$ cat src/rtl/ps2_scancode_rx.sv
// ps2_scancode_rx: filtered PS/2 device-to-host receiver that folds E0/F0/E1 prefixes into toggle-strobe key events.
module ps2_scancode_rx #(
    parameter int FILTER_LEN     = 8,
    parameter int TIMEOUT_CYCLES = 100000
) (
    input  logic        clk,
    input  logic        reset_n,
    input  logic        ps2_clk,
    input  logic        ps2_data,
    output logic [10:0] ps2_key,
    output logic        frame_err,
    output logic [7:0]  err_count
);
    localparam int FW = $clog2(FILTER_LEN + 1);
    localparam int TW = $clog2(TIMEOUT_CYCLES + 1);
    typedef enum logic [1:0] {IDLE, DATA, PARITY, STOP} state_t;
    state_t        state;
    logic          clk_s1, clk_s2, dat_s1, dat_s2, filt_clk, filt_prev;
    logic [FW-1:0] flt_cnt;
    logic [TW-1:0] to_cnt;
    logic [2:0]    bit_cnt, skip;
    logic [7:0]    shift, byte_q;
    logic          par, byte_valid, ext, rel, fall, is_drop;
    assign fall    = filt_prev & ~filt_clk;
    assign is_drop = byte_q inside {8'hAA, 8'hFA, 8'hFE, 8'hEE, 8'h00, 8'hFF};
    always_ff @(posedge clk or negedge reset_n) begin
        if (!reset_n) begin
            {clk_s1, clk_s2, dat_s1, dat_s2, filt_clk, filt_prev} <= '1;
            flt_cnt <= '0;
        end else begin
            clk_s1    <= ps2_clk;
            clk_s2    <= clk_s1;
            dat_s1    <= ps2_data;
            dat_s2    <= dat_s1;
            filt_prev <= filt_clk;
            if (clk_s2 == filt_clk)
                flt_cnt <= '0;
            else if (flt_cnt == FW'(FILTER_LEN - 1)) begin
                filt_clk <= clk_s2;
                flt_cnt  <= '0;
            end else
                flt_cnt <= flt_cnt + 1'b1;
        end
    end
    always_ff @(posedge clk or negedge reset_n) begin
        if (!reset_n) begin
            state      <= IDLE;
            to_cnt     <= '0;
            bit_cnt    <= '0;
            skip       <= '0;
            shift      <= '0;
            byte_q     <= '0;
            par        <= 1'b0;
            byte_valid <= 1'b0;
            ext        <= 1'b0;
            rel        <= 1'b0;
            frame_err  <= 1'b0;
            ps2_key    <= '0;
        end else begin
            frame_err  <= 1'b0;
            byte_valid <= 1'b0;
            if (fall) begin
                to_cnt <= '0;
                case (state)
                    IDLE: begin
                        bit_cnt   <= '0;
                        state     <= dat_s2 ? IDLE : DATA;
                        frame_err <= dat_s2;
                    end
                    DATA: begin
                        shift   <= {dat_s2, shift[7:1]};
                        bit_cnt <= bit_cnt + 1'b1;
                        state   <= (bit_cnt == 3'd7) ? PARITY : DATA;
                    end
                    PARITY: begin
                        par   <= dat_s2;
                        state <= STOP;
                    end
                    STOP: begin
                        state <= IDLE;
                        if (dat_s2 && ^{shift, par}) begin
                            byte_valid <= 1'b1;
                            byte_q     <= shift;
                        end else begin
                            frame_err <= 1'b1;
                            ext       <= 1'b0;
                            rel       <= 1'b0;
                        end
                    end
                endcase
            end else if (state != IDLE) begin
                if (to_cnt == TW'(TIMEOUT_CYCLES - 1)) begin
                    frame_err <= 1'b1;
                    state     <= IDLE;
                    to_cnt    <= '0;
                end else
                    to_cnt <= to_cnt + 1'b1;
            end
            // Pause (E1) swallows the following 7 bytes of its fixed sequence
            if (byte_valid) begin
                if (skip != 3'd0)
                    skip <= skip - 1'b1;
                else if (byte_q == 8'hE0)
                    ext <= 1'b1;
                else if (byte_q == 8'hF0)
                    rel <= 1'b1;
                else if (byte_q == 8'hE1) begin
                    skip <= 3'd7;
                    ext  <= 1'b0;
                    rel  <= 1'b0;
                end else if (is_drop) begin
                    ext <= 1'b0;
                    rel <= 1'b0;
                end else begin
                    ps2_key <= {~ps2_key[10], ~rel, ext, byte_q};
                    ext     <= 1'b0;
                    rel     <= 1'b0;
                end
            end
        end
    end
    always_ff @(posedge clk or negedge reset_n) begin
        if (!reset_n)
            err_count <= '0;
        else if (frame_err && err_count != 8'hFF)
            err_count <= err_count + 1'b1;
    end
endmodule

$ cat config.mk
export PLATFORM = sky130hd
export DESIGN_NAME = ps2_scancode_rx
export DESIGN_NICKNAME = d
export VERILOG_FILES = /design/src/rtl/ps2_scancode_rx.sv
export SDC_FILE = /design/constraint.sdc
export NUM_CORES = 1
export LEC_CHECK = 0
export CORE_MARGIN = 2
export CORE_UTILIZATION = 30
export CTS_CLUSTER_DIAMETER = 30
export DETAILED_ROUTE_END_ITERATION = 8
export GPL_TIMING_DRIVEN = 1
export MAX_ROUTING_LAYER = met4
export PLACE_DENSITY = 0.53
export SLEW_MARGIN = 10
export SYNTH_ARGS = -nofsm -noshare
export SYNTH_HDL_FRONTEND = slang
export SYNTH_SLANG_ARGS = --single-unit
$ cat constraint.sdc
create_clock -name clk -period 1.9 [get_ports clk]
set_input_delay 0.475 -clock clk [delete_from_list [all_inputs] [get_ports clk]]
set_output_delay 0.475 -clock clk [all_outputs]
set_load 0.05 [all_outputs]
# Word level (Yosys, flattened, before mapping)
# Cells that the tools add are included.
# totals
output_inout_bits	20
latch_bits	0
mem_count	0
in_bits	4
mem_bits_ro	0
mem_bits_rw	0
ff_bits	75
wordCells	111
# classes
n_lt_le_gt_ge	0
n_addsub	5
n_reduce_logical	20
n_shift	0
div	0
n_mul	0
n_bitwise	10
n_eq_ne	18
muxes	38
# op_table
cell	n
$eq 8x8->1 const B	8
$mux 17	3
$mux 1	22
$add 17x1->17 const B	1
$eq 17x17->1 const B	1
$mux 3	4
$reduce_and 2->1	5
$reduce_bool 2->1	5
$not 1->1	9
$reduce_xor 9->1	1
$add 8x1->8 const B	1
$logic_not 8->1	1
$mux 2	4
$mux 4	2
$ne 8x8->1 const B	1
$pmux 2 s4	1
$pmux 3 s2	1
$reduce_and 6->1	1
$reduce_bool 6->1	1
$add 4x1->4 const B	1
$eq 2x2->1 const B	2
$eq 4x3->1 const B	1
$ne 2x2->1 const B	2
$reduce_and 4->1	1
11 further kinds	12

# Depth between registers and ports, before layout
# Gate-level depths: netlist (run 1).
# logic_depth
depth_word	9
depth_mapped	8
mapped_depth_nobuf	7

# Worst setup path before layout (run 1)
# No wires, ideal clock.
# synth_timing
path_type	reg2reg
start	register skip[0]
end	register ps2_key[0]
period_less_slack_ns	2.029
path_stages_with_launch	9
arrival_ns	1.904
n_path_buf	1
required_ns	1.775
path_slack_ns	-0.129
setup_time_ns	0.125
cell_sequence	dfrtp_1 > inv_1 > ha_1 > nor2b_1 > nand2_1 > a221o_1 > a21oi_1 > buf_2 > mux2_2
# synth_between
elab_chain_len	3
# synth_lines
element	line_no	source
from (decl)	21	logic [2:0] bit_cnt, skip;
from (signal assigned)	102	skip <= skip - 1'b1;
$reduce_bool 3->1	101	if (skip != 3'd0)
$not 1->1 (no line)	-	
$reduce_and 6->1 (no line)	-	
to (signal assigned)	115	ps2_key <= {~ps2_key[10], ~rel, ext, byte_q};
to (decl)	10	output logic [10:0] ps2_key,
# Every way passes these cells.
# A chain may end at the register's enable or synchronous reset.

# Worst setup path after layout (run 1)
# layout_timing
start	register skip[1]
end	register ps2_key[7]
# The elaborated chain is that of the path after synthesis.

==> impl_metrics.sql, run 1 <==
INSERT INTO impl_metrics (metric_group, metric, value, unit) VALUES
('finish', 'nets', '378', ''),
('routing', 'firstDrtPassIters', '4', ''),
('critical_path', 'timing.critical_path.cells', 'inv_2, ha_4, nor2b_4, nand2_2, a221o_1, a21oi_2, buf_6, mux2_2', ''),
('placement', 'dp.cells', '489', ''),
('timing', 'timing_hold_violations_final', '0', ''),
('grt', 'global_route.overflow_total', '0', ''),
('floorplan', 'die_w', '112', 'um'),
('routing', 'drt-total-wl', '6670', 'um'),
('clock_tree', 'cts.sinks', '75', ''),
('timing', 'worst_relative_slew_slack', '69.1', '%'),
('finish', 'final_cells', '511', ''),
('floorplan', 'num_rows', '39', ''),
('logic_synthesis', 'synth_top_family_by_area', 'simple AND/OR/NAND/NOR gates', ''),
('clock_tree', 'clkSlewWorstSetupHoldPaths', '0.06', 'ns'),
('logic_synthesis', 'synthTopCellsByArea', 'dfrtp_1 (50%), mux2_2 (7.1%), dfstp_2 (4.5%), ha_1 (4.0%), xnor2_1 (3.8%)', ''),
('floorplan', 'core_region_area', '0.0114', 'mm^2'),
('floorplan', 'die_h', '112', 'um'),
('finish', 'syn2layout_area_growth', '30.4', '%'),
('power', 'worst_ir_drop_vdd', '0.532', 'mV'),
('floorplan', 'floorplan.initialDensity', '30.5', '%'),
('clock_tree', 'clkLatencyLatePin', '0.33', 'ns'),
('timing', 'final_min_period_over_clock_period', '99.5', '%'),
('status', 'status', 'complete, no violations', ''),
('flow_run', 'count_of_max_cap_constraint_violations', '0', ''),
('logic_synthesis', 'syn-mean-instance-area', '11.6', 'um^2'),
('finish', 'antennaDiodeCount', '0', ''),
('logic_synthesis', 'synth_warnings', '0', ''),
('clock_tree', 'cts_tree', 'yes', ''),
('timing', 'fin_skew', '0.00699', 'ns'),
('min_path', 'min-delay-path-class', 'input port to asynchronous set/reset pin', ''),
('grt', 'vias_in_the_first_global_route', '2344', ''),
('logic_synthesis', 'syn-instance-count', '299', ''),
('logic_synthesis', 'synth_area_leader_cell', 'dfrtp_1', ''),
('floorplan', 'design.die.area', '0.0124', 'mm^2'),
('critical_path', 'cpPeakStageDelay', '0.38', 'ns'),
('floorplan', 'ios', '24', ''),
('logic_synthesis', 'postSynthNetCount', '314', ''),
('logic_synthesis', 'synth_area', '0.00347', 'mm^2'),
('timing', 'final_critical_path_setup_slack', '0.00864', 'ns'),
('power', 'power.leakage', '2.12', 'nW'),
('critical_path', 'worst-setup-path-type', 'flop to flop', ''),
('finish', 'post_route_cells_drive_above_1_share', '33.4', '%'),
('timing', 'grt_setup_unrepaired', 'true', ''),
('timing', 'worst_slew_pin_slew', '0.461', 'ns'),
('logic_synthesis', 'synth_edf_count', '0', ''),
('critical_path', 'critPathTopFamily', 'compound AO/OA/AOI/OAI gates', ''),
('routing', 'num_vias', '2414', ''),
('logic_synthesis', 'synth-adder-area-share', '3.97', '%'),
('grt', 'pin_count_of_the_biggest_net_entering_global_routing', '31', ''),
('placement', 'place_congestion', '0.822', ''),
('clock_tree', 'ctsHtreeMaxLevel', '3', ''),
('placement', 'detailedPlacementHpwl', '4690', 'um'),
('timing', 'slew_violations', '0', ''),
('critical_path', 'worstPathRequired', '2.12', 'ns'),
('timing', 'fmaxAchievable', '0.529', 'GHz'),
('critical_path', 'start_kind', 'flop', ''),
('routing', 'wire_per_inst', '13.1', 'um'),
('critical_path', 'slowest_stage', 'dfrtp_1', ''),
('grt', 'first_pass_grt_wire_length', '11400', 'um'),
('logic_synthesis', 'synth_simple_gate_area_share', '14.9', '%'),
('grt', 'grt_use_total', '11.9', '%'),
('logic_synthesis', 'synth.top_cell.area_share', '49.7', '%'),
('logic_synthesis', 'post_synth_xor_area_fraction', '7.35', '%'),
('routing', 'post-route-drc-count', '0', ''),
('logic_synthesis', 'yosys_most_used_dff', 'dfrtp_1', ''),
('timing', 'finalSetupViolCount', '0', ''),
('clock_tree', 'clockRootBuffer', 'clkbuf_16', ''),
('timing', 'timing.setup.tns', '0', 'ns'),
('logic_synthesis', 'ys_ff_latch', '75', ''),
('routing', 'vias_per_cell', '4.72', ''),
('timing', 'clock_period_minus_final_worst_setup_slack', '1.89', 'ns');
[cell usage after synthesis, types with 2 or more instances]
cell type / number
dfrtp_1: 69
xnor2_1: 15
clkbuf_1: 7
nor2_1: 17
xor2_1: 9
nand2b_1: 4
inv_1: 12
o21ai_0: 13
mux2_4: 3
and3_1: 3
mux2_2: 22
and4_1: 3
nor4_1: 4
nand4_1: 6
or3_1: 2
nor3_1: 4
mux2i_1: 3
nor4bb_1: 2
o22a_1: 3
a22o_1: 5
nor2b_1: 6
dfstp_2: 6
xnor3_1: 2
ha_1: 11
nand2_1: 22
nand3_1: 14
and2_1: 2
a21oi_1: 13
[layout make-up]
cell class	count	area [um^2]
fill	1084	6840
sequential	75	1890
multi-input combinational	205	1620
timing repair buffer	60	479
clock buffer	13	270
tap	143	179
inverter	12	45.0
clock inverter	3	43.8
[cell usage in the layout, fill, tap and decap left out, types with 4 or more instances in the layout]
cell type,synthesis,final
a21oi_1,13,12
nor2_1,17,17
buf_4,0,54
mux2_4,3,8
xnor2_1,15,14
inv_1,12,10
nand3_1,14,14
mux2_2,22,17
nand4_1,6,6
o21ai_0,13,11
nor4_1,4,4
clkbuf_16,0,9
dfrtp_1,69,68
xor2_1,9,9
nor3_1,4,4
a22o_1,5,5
dfstp_2,6,6
nand2_1,22,21
nand2b_1,4,4
ha_1,11,10
[flip-flops by register name, summed over array words and instances (netlist names), 2 cells and up]
| name | cells |
|---|---|
| to_cnt | 17 |
| ps2_key | 11 |
| byte_q | 8 |
| err_count | 8 |
| shift | 8 |
| flt_cnt | 4 |
| bit_cnt | 3 |
| skip | 3 |
| state | 2 |
[per-stage QoR]
stage | cell area [um^2] | total power (W) | utilization, %
after floorplan | 3480 | 0.00250 | -
after global placement | 4060 | 0.00280 | 35.7
after detailed placement | 4060 | 0.00282 | 35.7
after CTS | 4390 | 0.00463 | 38.6
after global routing | 4530 | 0.00486 | 39.8
final | 4530 | 0.00460 | 39.8
[what timing repair did]
item,in CTS,in global routing
hold buffers,0,0
setup buffers,1,5
endpoints found under the setup margin,9,21
cloned,0,1
endpoints found under the hold margin,0,0
resized for setup,1,25
pin swaps,1,2
[cells by family after synthesis]
logic type | Yosys count
AOI/OAI and AO/OA | 42
xor gates and xnor gates | 26
adders and majority gates | 11
buffers and inverters | 20
DFF | 75
muxes | 29
and+or+nand+nor | 96
[power by group]
| part | internal (W) | total [W] | switching [W] |
|---|---|---|---|
| clock network | 0.00113 | 0.00175 | 0.000626 |
| logic | 0.000411 | 0.000964 | 0.000553 |
| registers | 0.00176 | 0.00189 | 0.000128 |
| total | 0.00330 | 0.00460 | 0.00131 |
[path summary, 6_finish.rpt]
path / from / slack, ns / end / cells after the start
max: skip[1]$_DFFE_PN0P_ / 0.009 / ps2_key[7]$_DFFE_PN0P_ / 8
min reg2reg: clk_s1$_DFF_PN1_ / 0.35 / clk_s2$_DFF_PN1_ / 0
min: reset_n / 0.07 / bit_cnt[0]$_DFFE_PN0P_ / 1
min in group clk: clk_s1$_DFF_PN1_ / 0.35 / clk_s2$_DFF_PN1_ / 0
max in group asynchronous: reset_n / 1.24 / byte_q[4]$_DFFE_PN0P_ / 2
max reg2reg: skip[1]$_DFFE_PN0P_ / 0.009 / ps2_key[7]$_DFFE_PN0P_ / 8
[metal layers]
metal	share of wire [%]	GRT usage (%)	vias up	wire length, um
met2	44	16.9	33	2920
met4	2.3	6.50	0	155
li1	-	-	1191	-
met3	3.2	2.99	11	214
met5	0	-	-	0
met1	51	15.5	1179	3380
(Power assumes the default switching activity.)
==> run 2: changes to the inputs <==
--- a/config.mk
+++ b/config.mk
@@ -12,7 +12,8 @@
 export GPL_TIMING_DRIVEN = 1
 export MAX_ROUTING_LAYER = met4
 export PLACE_DENSITY = 0.53
-export SLEW_MARGIN = 10
+export SKIP_CTS_REPAIR_TIMING = 1
+export SLEW_MARGIN = 20
 export SYNTH_ARGS = -nofsm -noshare
 export SYNTH_HDL_FRONTEND = slang
 export SYNTH_SLANG_ARGS = --single-unit
==> run 2 against run 1 <==
Compared with the run above:
- first-iteration DRC count down 0.74%
- cell count down 0.20%
- register-to-register slack about the same
- via count up 0.17%
- critical path depth down 3
- setup slack worse by 0.0014 ns
- combinational power down 2.7%
- wire length down 1.2%
- largest cell class unchanged
- highest routed layer unchanged
==> impl_metrics.sql, run 2 (synthesis results as in run 1) <==
INSERT INTO impl_metrics (metric_group, metric, value, unit) VALUES
('floorplan', 'design.die.area', '0.0124', 'mm^2'),
('clock_tree', 'cts.sinks', '75', ''),
('power', 'combPwrFrac', '20.5', '%'),
('routing', 'dr.first_iter.drc_count', '134', ''),
('critical_path', 'critical_path_peak_fanout', '5', ''),
('floorplan', 'num_rows', '39', ''),
('finish', 'biggestRegsByFlops', 'to_cnt: 17 flops, ps2_key: 11 flops', ''),
('finish', 'post_route_cells_drive_above_1_share', '32.7', '%'),
('power', 'clock_power_share', '38.2', '%'),
('finish', 'multi_input_comb_area', '0.00161', 'mm^2'),
('clock_tree', 'clockRootBuffer', 'clkbuf_16', ''),
('placement', 'io_buffer_count', '23', ''),
('routing', 'firstDrtPassIters', '4', ''),
('finish', 'syn2layout_area_growth', '29.8', '%'),
('finish', 'postLayoutCoreUtil', '39.6', '%'),
('timing', 'timing_hold_violations_final', '0', ''),
('finish', 'layout_filler_cell_count', '1086', ''),
('finish', 'area.sequential', '0.00189', 'mm^2'),
('routing', 'wire_per_inst', '12.9', 'um'),
('critical_path', 'worstSetupEndpointType', 'flop', ''),
('flow_run', 'count_of_max_cap_constraint_violations', '0', ''),
('clock_tree', 'cts_made_buffers', '9', ''),
('grt', 'initial_antenna_violation_count', '0', ''),
('grt', 'first_pass_grt_wire_length', '11400', 'um'),
('finish', 'nets', '377', ''),
('status', 'status', 'complete, no violations', ''),
('power', 'power.leakage', '2.12', 'nW'),
('floorplan', 'ios', '24', ''),
('grt', 'pin_count_of_the_biggest_net_entering_global_routing', '31', ''),
('routing', 'postRouteAntennaNets', '0', ''),
('floorplan', 'core_region_area', '0.0114', 'mm^2'),
('clock_tree', 'ctsHtreeMaxLevel', '3', ''),
('clock_tree', 'clock_path_buffers', '2', ''),
('critical_path', 'timing.critical_path.cells', 'xor2_1, xnor3_2, mux2i_4, nand3_4, mux2_4', ''),
('timing', 'worst_relative_slew_slack', '69.4', '%'),
('finish', 'largest_register_ffs', '17', ''),
('timing', 'clock_period_minus_final_worst_setup_slack', '1.89', 'ns'),
('routing', 'num_vias', '2418', ''),
('critical_path', 'cpPeakStageDelay', '0.42', 'ns'),
('power', 'power_switching_share', '28.2', '%'),
('grt', 'grt_use_total', '11.8', '%'),
('timing', 'final_min_period_over_clock_period', '99.6', '%'),
('power', 'share_seq_of_total_power', '41.3', '%'),
('finish', 'layout_common_cells', 'dfrtp_1 (68), buf_4 (53), nand2_1 (21), nor2_1 (17), mux2_2 (17)', ''),
('critical_path', 'worst_endpoint_data_arrival_time', '2.11', 'ns'),
('critical_path', 'slowest_stage', 'xnor3_2', ''),
('finish', 'antennaDiodeCount', '0', ''),
('routing', 'post-route-drc-count', '0', ''),
('routing', 'vias_per_cell', '4.74', ''),
('floorplan', 'die_w', '112', 'um'),
('critical_path', 'worstPathRequired', '2.12', 'ns'),
('grt', 'vias_in_the_first_global_route', '2339', ''),
('finish', 'layout.cells.most_common', 'dfrtp_1', ''),
('critical_path', 'r2r.worst_path.cells', '5', ''),
('power', 'p_int', '0.00328', 'W'),
('timing', 'grt_setup_unrepaired', 'true', ''),
('grt', 'global_route.overflow_total', '0', ''),
('timing', 'fin_skew', '0.00969', 'ns'),
('critical_path', 'start_kind', 'flop', ''),
('power', 'powerDensity', '1010', 'mW/mm^2'),
('power', 'worst_ir_drop_vdd', '0.530', 'mV'),
('timing', 'fmaxAchievable', '0.528', 'GHz'),
('clock_tree', 'clkSlewWorstSetupHoldPaths', '0.06', 'ns'),
('clock_tree', 'clkLatencyLatePin', '0.33', 'ns'),
('timing', 'finalSetupViolCount', '0', ''),
('min_path', 'min-delay-path-class', 'input port to asynchronous set/reset pin', ''),
('routing', 'drt-total-wl', '6590', 'um'),
('timing', 'slew_violations', '0', ''),
('timing', 'worst_slew_pin_slew', '0.457', 'ns'),
('clock_tree', 'cts_tree', 'yes', ''),
('placement', 'place_congestion', '0.822', ''),
('floorplan', 'floorplan.initialDensity', '30.5', '%'),
('floorplan', 'die_h', '112', 'um'),
('power', 'fin_total_pwr', '0.00457', 'W'),
('critical_path', 'worst-setup-path-type', 'flop to flop', ''),
('placement', 'detailedPlacementHpwl', '4690', 'um'),
('finish', 'largest_register', 'to_cnt', ''),
('power', 'power.switching', '0.00129', 'W');
## run 2: power by group through the flow
stage / Clock, W / Sequential (W) / Combinational (W)
floorplan: 0 / 0.00196 / 0.000538
detailed placement: 0 / 0.00191 / 0.000906
CTS: 0.00182 / 0.00189 / 0.000913
finish: 0.00175 / 0.00189 / 0.000938
global route: 0.00188 / 0.00191 / 0.00105
global placement: 0 / 0.00191 / 0.000888
## run 2: metal layers
| metal | global-route usage [%] | share of wire [%] |
|---|---|---|
| met5 | - | 0 |
| met4 | 6.50 | 2.1 |
| met3 | 2.99 | 3.8 |
| met2 | 16.9 | 44 |
| met1 | 15.4 | 50 |
## run 2: area by class of cell
class                      instances  share of cell area (%)
timing repair buffer              59                    10.5
tap                              143                    3.97
clock inverter                     3                   0.972
clock buffer                      13                    6.00
multi-input combinational        205                    35.7
sequential                        75                    41.8
inverter                          12                    1.00
## run 2: path summary, 6_finish.rpt
| check | slack [ns] | startpoint | to |
|---|---|---|---|
| max | 0.007 | shift[1]$_DFFE_PN0P_ | byte_q[7]$_DFFE_PN0P_ |
| min | 0.07 | reset_n | bit_cnt[0]$_DFFE_PN0P_ |
| max reg2reg | 0.007 | shift[1]$_DFFE_PN0P_ | byte_q[7]$_DFFE_PN0P_ |
| min reg2reg | 0.35 | dat_s1$_DFF_PN1_ | dat_s2$_DFF_PN1_ |
| max in group asynchronous | 1.24 | reset_n | byte_q[4]$_DFFE_PN0P_ |
| min in group clk | 0.35 | dat_s1$_DFF_PN1_ | dat_s2$_DFF_PN1_ |
## run 2: critical path: cells and delay by family (launching register included)
| kind | cells | cell delay, ns |
|---|---|---|
| multiplexers | 2 | 0.65 |
| XOR/XNOR | 2 | 0.58 |
| flip-flops | 1 | 0.38 |
| AND/OR/NAND/NOR | 1 | 0.16 |
## run 2: metrics by stage
step                      hold WS (ns)  instance area, um^2  setup TNS [ns]  worst slack, ns  std cells
final                           0.0727                 4510               0          0.00727        510
after global routing            0.0982                 4510          -0.687          -0.0800        510
after CTS                       0.0773                 4370         -0.0978          -0.0226        505
after detailed placement         0.348                 4060         -0.0383          -0.0139        489
after global placement           0.346                 4060               0           0.0296        489
after floorplan                  0.179                 3480               0          0.00106        299
